`config.mk`:
```
export PLATFORM = sky130hd
export DESIGN_NAME = ir_remote_frontend
export DESIGN_NICKNAME = d
export VERILOG_FILES = /design/src/rtl/ir_remote_pkg.sv /design/src/rtl/ir_carrier_gen.sv /design/src/rtl/ir_remote_frontend.sv
export SDC_FILE = /design/constraint.sdc
export NUM_CORES = 1
export LEC_CHECK = 0
export ABC_AREA = 1
export CORE_MARGIN = 5
export CORE_UTILIZATION = 47
export DETAILED_ROUTE_END_ITERATION = 16
export PLACE_DENSITY = 0.79
export SYNTH_ARGS = -nofsm -noshare
export SYNTH_HDL_FRONTEND = slang
export SYNTH_SLANG_ARGS = --single-unit
export TNS_END_PERCENT = 100
```
`constraint.sdc`:
```
create_clock -name clk -period 1.6 [get_ports clk]
set_input_delay 0.32 -clock clk [delete_from_list [all_inputs] [get_ports clk]]
set_output_delay 0.32 -clock clk [all_outputs]
set_load 0.005 [all_outputs]
```
`src/rtl/ir_remote_pkg.sv`:
```
// rtl/ir_remote_pkg.sv - shared constants and helpers for the IR remote front end
//
// Contents:
//   CODE_*      32-bit Samsung command words, one per push-button
//   KEY_*       bit index of each function within the KEY bus
//   calc_half() carrier half-period in system clock cycles, rounded to nearest
package ir_remote_pkg;

  localparam logic [31:0] CODE_POWER = 32'hE0E0_40BF;
  localparam logic [31:0] CODE_VOLUP = 32'hE0E0_E01F;
  localparam logic [31:0] CODE_VOLDN = 32'hE0E0_D02F;
  localparam logic [31:0] CODE_MUTE  = 32'hE0E0_F00F;

  localparam int KEY_POWER = 3;
  localparam int KEY_VOLUP = 2;
  localparam int KEY_VOLDN = 1;
  localparam int KEY_MUTE  = 0;

  // Adding CARRIER_HZ before dividing by 2*CARRIER_HZ rounds to nearest.
  function automatic int calc_half(input int clk_hz, input int carrier_hz);
    return (clk_hz + carrier_hz) / (2 * carrier_hz);
  endfunction

endpackage

```
`src/rtl/ir_carrier_gen.sv`:
```
// rtl/ir_carrier_gen.sv - square-wave IR carrier derived from the system clock
//
// Parameters:
//   HALF    carrier half-period in clk cycles
// Ports:
//   clk     system clock
//   reset   asynchronous active-high reset
//   clk_38  carrier output, toggles every HALF cycles (data signal, not a clock)
module ir_carrier_gen #(
  parameter int HALF = 658
) (
  input  logic clk,
  input  logic reset,
  output logic clk_38
);

  localparam int CW = (HALF > 1) ? $clog2(HALF) : 1;

  logic [CW-1:0] cnt;

  always_ff @(posedge clk or posedge reset) begin
    if (reset) begin
      cnt    <= '0;
      clk_38 <= 1'b0;
    end else if (cnt == CW'(HALF - 1)) begin
      cnt    <= '0;
      clk_38 <= ~clk_38;
    end else begin
      cnt    <= cnt + 1'b1;
    end
  end

endmodule

```
`src/rtl/ir_remote_frontend.sv`:
```
// rtl/ir_remote_frontend.sv - push-button to Samsung command mapping, carrier and LED gating
//
// Optional feature: define KEY_DEBOUNCE_EN to add a per-key stable-level debouncer.
// Parameters:
//   CLK_HZ, CARRIER_HZ  set the carrier half-period
//   DEBOUNCE_CYCLES     stable cycles needed before a key level is accepted
// Ports:
//   clk        system clock
//   reset      asynchronous active-high reset
//   KEY        active-low push-buttons, asynchronous to clk
//   ir_mod     burst envelope from the frame serializer
//   command    most recently pressed key's code
//   cmd_valid  one-cycle strobe when command is loaded
//   clk_38     carrier
//   IR_LED     registered ir_mod & clk_38
module ir_remote_frontend
  import ir_remote_pkg::*;
#(
  parameter int CLK_HZ          = 50_000_000,
  parameter int CARRIER_HZ      = 38_000,
  parameter int DEBOUNCE_CYCLES = 1_000_000
) (
  input  logic        clk,
  input  logic        reset,
  input  logic [3:0]  KEY,
  input  logic        ir_mod,
  output logic [31:0] command,
  output logic        cmd_valid,
  output logic        clk_38,
  output logic        IR_LED
);

  localparam int HALF = calc_half(CLK_HZ, CARRIER_HZ);

  if (DEBOUNCE_CYCLES < 1 || CARRIER_HZ < 1) begin : g_bad_cfg
    $error("ir_remote_frontend: DEBOUNCE_CYCLES and CARRIER_HZ must be positive");
  end

  ir_carrier_gen #(
    .HALF(HALF)
  ) u_carrier (
    .clk   (clk),
    .reset (reset),
    .clk_38(clk_38)
  );

  // Two-stage synchronizer; released (1) out of reset so no false press.
  logic [3:0] key_meta;
  logic [3:0] key_sync;

  always_ff @(posedge clk or posedge reset) begin
    if (reset) begin
      key_meta <= 4'hF;
      key_sync <= 4'hF;
    end else begin
      key_meta <= KEY;
      key_sync <= key_meta;
    end
  end

  logic [3:0] key_level;

`ifdef KEY_DEBOUNCE_EN
  localparam int DW = $clog2(DEBOUNCE_CYCLES + 1);

  for (genvar i = 0; i < 4; i++) begin : g_deb
    logic          deb_q;
    logic [DW-1:0] deb_cnt;

    // Count consecutive cycles the synchronized level differs from the
    // accepted one; any return to the accepted level restarts the count.
    always_ff @(posedge clk or posedge reset) begin
      if (reset) begin
        deb_q   <= 1'b1;
        deb_cnt <= '0;
      end else if (key_sync[i] == deb_q) begin
        deb_cnt <= '0;
      end else if (deb_cnt == DW'(DEBOUNCE_CYCLES - 1)) begin
        deb_q   <= key_sync[i];
        deb_cnt <= '0;
      end else begin
        deb_cnt <= deb_cnt + 1'b1;
      end
    end

    assign key_level[i] = deb_q;
  end
`else
  assign key_level = key_sync;
`endif

  logic [3:0] key_prev;

  always_ff @(posedge clk or posedge reset) begin
    if (reset) begin
      key_prev <= 4'hF;
    end else begin
      key_prev <= key_level;
    end
  end

  // Falling edge only: held keys and releases produce nothing.
  logic [3:0] key_press;
  assign key_press = key_prev & ~key_level;

  logic [31:0] code_sel;

  always_comb begin
    code_sel = CODE_MUTE;
    if (key_press[KEY_POWER]) begin
      code_sel = CODE_POWER;
    end else if (key_press[KEY_VOLUP]) begin
      code_sel = CODE_VOLUP;
    end else if (key_press[KEY_VOLDN]) begin
      code_sel = CODE_VOLDN;
    end
  end

  always_ff @(posedge clk or posedge reset) begin
    if (reset) begin
      command   <= '0;
      cmd_valid <= 1'b0;
    end else begin
      cmd_valid <= |key_press;
      if (|key_press) begin
        command <= code_sel;
      end
    end
  end

  always_ff @(posedge clk or posedge reset) begin
    if (reset) begin
      IR_LED <= 1'b0;
    end else begin
      IR_LED <= ir_mod & clk_38;
    end
  end

endmodule

```
[Word level (Yosys, flattened, before mapping)]
Cells that the tools add are included.
Storage, ports and cells
  output and inout port bits: 35
  register bits: 57
  logic and storage cells: 19
Cells by class
  bitwise gates (word level): 4
  eq/ne operators: 1
  muxes and demuxes: 4
  reductions and logical operators: 1
  add/subtract/negate cells: 1
Operators by type and width (count)
  2-to-1 mux 14 bit: 2
  2-to-1 mux 16 bit: 1
  adder 10 x 1 -> 10 bit (second input constant): 1
  equality test 10 bit (second input constant): 1
  2-to-1 mux 10 bit: 1
  AND 4 bit: 1
  inverter 4 bit: 1
  OR reduction 4 bit: 1
  AND 1 bit: 1
  inverter 1 bit: 1

[Depth between registers and ports, before layout]
  depth in word-level cells: 5
  mapped depth: 7
  depth with buffers taken out: 7

[Hierarchy]
A second synthesis with hierarchy kept.
Unflattened totals
  cells, all modules: 155
  area total of the unflattened synthesis: 1511.4 um2
Modules (own cells, without submodules)
  ir_remote_frontend: cells each 85, area an instance 924.6 um2, times used 1
  ir_carrier_gen: cells each 70, area an instance 586.8 um2, times used 1

[Least setup slack after synthesis]
Ideal clock, no wire load.
  path type: register to register
  start: register key_sync[3] (netlist: key_level[3])
  end: register command[13]
  setup time: 131 ps
  data arrival time: 976 ps
  clock period less this slack: 1108 ps
  data required time: 1469 ps
  cell stages (with the launch flop): 6
  slack: 492 ps
  buffers on the path: 0
  cells stage by stage: dfstp_2 > inv_1 > nand2_2 > o21ai_1 > nor2_2 > a21oi_1
On the way
  cells in the longest elaborated chain, start to end: 3
Ends and longest elaborated chain
  from (decl): RTL line ir_remote_frontend.sv:49  | logic [3:0] key_sync;
  from (signal assigned): RTL line ir_remote_frontend.sv:57  | key_sync <= key_meta;
  inverter 4 bit *: RTL line ir_remote_frontend.sv:104  | assign key_press = key_prev & ~key_level;
  AND 4 bit *: RTL line ir_remote_frontend.sv:104
  OR reduction 4 bit / 2-to-1 mux 16 bit (equally long branches): RTL line ir_remote_frontend.sv:125, ir_remote_frontend.sv:110
  to (signal assigned): RTL line ir_remote_frontend.sv:126  | command <= code_sel;
  to (decl): RTL line ir_remote_frontend.sv:27  | output logic [31:0] command,
Every way passes the cells marked *; elsewhere a longest branch is shown, timed or not.
A chain may end at the register's enable or synchronous reset.

[Worst setup path in the final report]
  start: register u_carrier.clk_38
  end: output clk_38
RTL lines
  from (decl): RTL line ir_carrier_gen.sv:14  | output logic clk_38
  from (signal assigned): RTL line ir_carrier_gen.sv:27  | clk_38 <= ~clk_38;
  to (decl): RTL line ir_remote_frontend.sv:29  | output logic clk_38,
No word-level cell between the ends.

==> Flow_metrics.wiki <==
{| class="wikitable"
! Metric !! Value
|-
| Compound-Gate Fraction of Synth Area || 0.0290
|-
| Root buffer cell || clkbuf_4
|-
| Kind of cell adding the most delay to the critical path || buffers and inverters
|-
| Initial core utilization || 0.485
|-
| Global-route usage over all layers || 0.122
|-
| Post-synthesis simple-gate area fraction || 0.185
|-
| Number of H-tree levels || 2
|-
| Setup Slack @ Placement || 0.207 ns
|-
| Horizontal die dimension || 65.9 um
|-
| Area of the die || 4340 um^2
|-
| Hpwl dp || 1680 um
|-
| Detailed-route wire length || 2280 um
|-
| Latest clock arrival within the worst-skew pair || 0.33 ns
|-
| #FFs+latches synth || 32
|-
| Outcome || completed
|-
| Cell Int Power || 1.13 mW
|-
| Number of routed nets with antenna violations || 0
|-
| Multiplexer share of the synthesized area || 0
|-
| Overall power of the completed layout || 1.44 mW
|-
| Number of antenna violations at the first check in global routing || 0
|-
| Vias in the first global route || 950
|-
| Pwr dens || 833 nW/um^2
|-
| Type of the worst setup path || reg -> out
|-
| Global route total overflow || 0
|-
| Final hold slack || 0.360 ns
|-
| Fraction of layout instances using a drive strength above 1 || 0.187
|-
| Share of Yosys cell area claimed by the top area cell type || 0.341
|-
| Post-Route Setup TNS || 0 ns
|-
| Pre-Repair DR Iteration Count || 3
|-
| Switch share || 0.220
|-
| Number of design-rule violations left by the first detailed-router iteration || 40
|-
| Adder-cell area share of the yosys netlist || 0.0170
|-
| I/O Pins || 42
|-
| Power share of the clock group || 0.322
|-
| Number of inserted diodes || 0
|-
| Max stage delay on crit path || 0.51 ns
|-
| Data arrival, critical path || 1.21 ns
|-
| Area taken by flip-flops and latches || 817 um^2
|-
| Filler cells || 261
|-
| Total instance count after detailed placement || 214
|-
| Clock buffer depth || 2
|-
| Max-cap viol count || 0
|-
| Clock tree sinks || 32
|-
| TritonCTS clock tree || built
|-
| Max FO, Critical Path || 3
|-
| Layout overhead on the synthesized area || 18.0%
|-
| Combined area of the multi-input logic cells || 413 um^2
|-
| Met2 Resource Use GR || 0.222
|-
| Final worst path period need || 1.53 ns
|-
| Crit path max-delay cell type || clkdlybuf4s50_1
|-
| Setup repair after global routing missed its margin || false
|-
| Seq pwr share || 0.601
|-
| Setup violators final || 0
|-
| Class of the worst hold path || reg -> reg
|-
| Critical path buffers and inverters || 1
|-
| Average cell area after synthesis || 9.54 um^2
|-
| Area of the core || 3030 um^2
|-
| Area contributors post-synth || dfrtp_1 34%, dfstp_2 21%, buf_4 13%, nand2_1 7.7%, inv_1 6.4%
|-
| Endpoints failing hold || 0
|-
| Post-detailed-route wirelength per cell || 10.1 um
|-
| # DRC || 0
|-
| Mean number of vias per cell || 4.18
|-
| Pin count of the biggest net entering global routing || 33
|-
| Final #Nets || 190
|-
| Startpoint types || register
|-
| Crit path required time || 1.28 ns
|-
| Static leakage || 0.876 nW
|-
| Clock transition time at the flip-flop clock pins of the worst setup and hold paths || 0.09 ns
|-
| Comb pwr share || 0.077
|-
| Worst-path cell chain || clkdlybuf4s50_1
|-
| Smallest setup slack after layout || 0.0730 ns
|-
| # rows || 20
|-
| Share of synthesized area occupied by flip-flops and latches || 0.555
|-
| Via total after detailed routing || 945
|-
| Worst vdd rail ir drop || 0.000373 V
|-
| Global Route met3 Usage || 0.0493
|-
| Most used routing layer in global routing || met2
|-
| Number of warning messages in the yosys log || 0
|-
| Final worst-path cycle share || 0.954
|-
| M1 GR Usage || 0.120
|-
| Number of buffers inserted during clock tree synthesis || 5
|-
| Post-synthesis instance total || 154
|-
| Global-route wire length before repair || 3980 um
|-
| Leading area contributor after synthesis || dfrtp_1
|-
| Switch Pwr || 318 uW
|-
| Final weighted congestion in routability-driven placement || 0.780
|-
| Post-Layout Cell Count || 226
|-
| Cell area after synthesis || 1470 um^2
|-
| Xor/xnor share of the synthesized area || 0.0119
|-
| Dominant combinational cell family by area after synthesis || buffers and inverters
|-
| Timing-limited maximum frequency || 655 MHz
|-
| Height of the die || 65.9 um
|-
| Number of max-slew violations in the final report || 0
|-
| Number of I/O port buffers || 26
|-
| Unique cell type count in the Yosys netlist || 23
|-
| Clock skew after layout || 0.0110 ns
|-
| Kind of end point of the critical path || output port
|}
-- cells in the final DEF, fill, tap and decap left out --
cell,netlist,routed
a21boi_1,1,1
nand2_2,1,1
nand3_2,2,2
nor2_4,1,1
dlygate4sd2_1,0,11
a21oi_1,4,4
buf_4,25,5
inv_2,3,3
nand2_4,1,1
nand2_1,30,30
dfrtp_1,20,19
nor2_1,12,12
dfrtp_2,0,1
clkbuf_8,0,1
conb_1,1,15
clkdlybuf4s50_1,0,15
inv_1,25,25
clkbuf_1,0,2
nor2_2,1,1
nand4_1,2,2
nor2_8,1,1
xor2_1,2,2
dfstp_2,12,12
or2_1,1,1
ha_1,2,2
clkbuf_4,0,5
o21ai_0,1,1
nand3_1,4,4
o21ai_1,2,2
-- stage by stage --
stage,cell area [um^2],utilization
after floorplan,1520,-
after global placement,1660,0.547
after detailed placement,1660,0.547
after CTS,1730,0.570
after global routing,1730,0.572
final,1730,0.572
-- routing by layer --
metal / part of all wire / up-vias
met3: 0.091 / 6
met5: 0 / -
met2: 0.50 / 33
met1: 0.39 / 437
li1: - / 469
met4: 0.018 / 0
-- power by group through the flow --
stage               sequential [mW]  combinational, mW  clock (mW)
finish                        0.868              0.111       0.465
global route                  0.873              0.126       0.529
CTS                           0.869              0.113       0.488
detailed placement            0.884              0.112           0
global placement              0.881              0.109           0
floorplan                     0.883             0.0732           0
-- kinds of logic (layout without fill, tap and decap cells) --
| family | Yosys count | in the layout |
|---|---|---|
| flops | 32 | 32 |
| compound gates | 8 | 8 |
| xor+xnor | 2 | 2 |
| fa+ha+maj | 2 | 2 |
| other cells | 1 | 15 |
| simple gates | 56 | 56 |
| buf+inv | 53 | 67 |
-- repair_timing --
item	4_1_cts	5_1_grt
buffers inserted	3	1
gates resized for setup	14	0
endpoints found under the setup margin	11	1
cloned	0	0
hold buffers	0	0
-- sequential cells by signal, summed over array words and instances, names as in the netlist --
register	count
IR_LED	1
cmd_valid	1
command	7
key_level	4
key_meta	4
key_prev	4
u_carrier.clk_38	1
u_carrier.cnt	10
-- final timing paths --
path,start,endpoint,slack [ns],depth (start not counted)
max,u_carrier.clk_38,clk_38,0.07,1
min,key_meta[1],key_level[1],0.36,0
max reg2reg,key_level[3],command[13],0.34,5
min reg2reg,key_meta[1],key_level[1],0.36,0
max in group asynchronous,reset,key_level[3],0.90,3
min in group asynchronous,reset,u_carrier.cnt[5],0.37,3
-- cell type report --
class                   count  share of cell area
well taps                  44              0.0318
clock buffers               8              0.0339
flip-flops and latches     32               0.471
multi-input cells          83               0.238
inverters                  28              0.0607
repair buffers             31               0.164
-- cells in the mapped netlist --
cell type,n
a21boi_1,1
a21oi_1,4
buf_4,25
conb_1,1
dfrtp_1,20
dfstp_2,12
ha_1,2
inv_1,25
inv_2,3
nand2_1,30
nand2_2,1
nand2_4,1
nand3_1,4
nand3_2,2
nand4_1,2
nor2_1,12
nor2_2,1
nor2_4,1
nor2_8,1
o21ai_0,1
o21ai_1,2
or2_1,1
xor2_1,2
No activity file was read; power rests on OpenSTA's default activity.
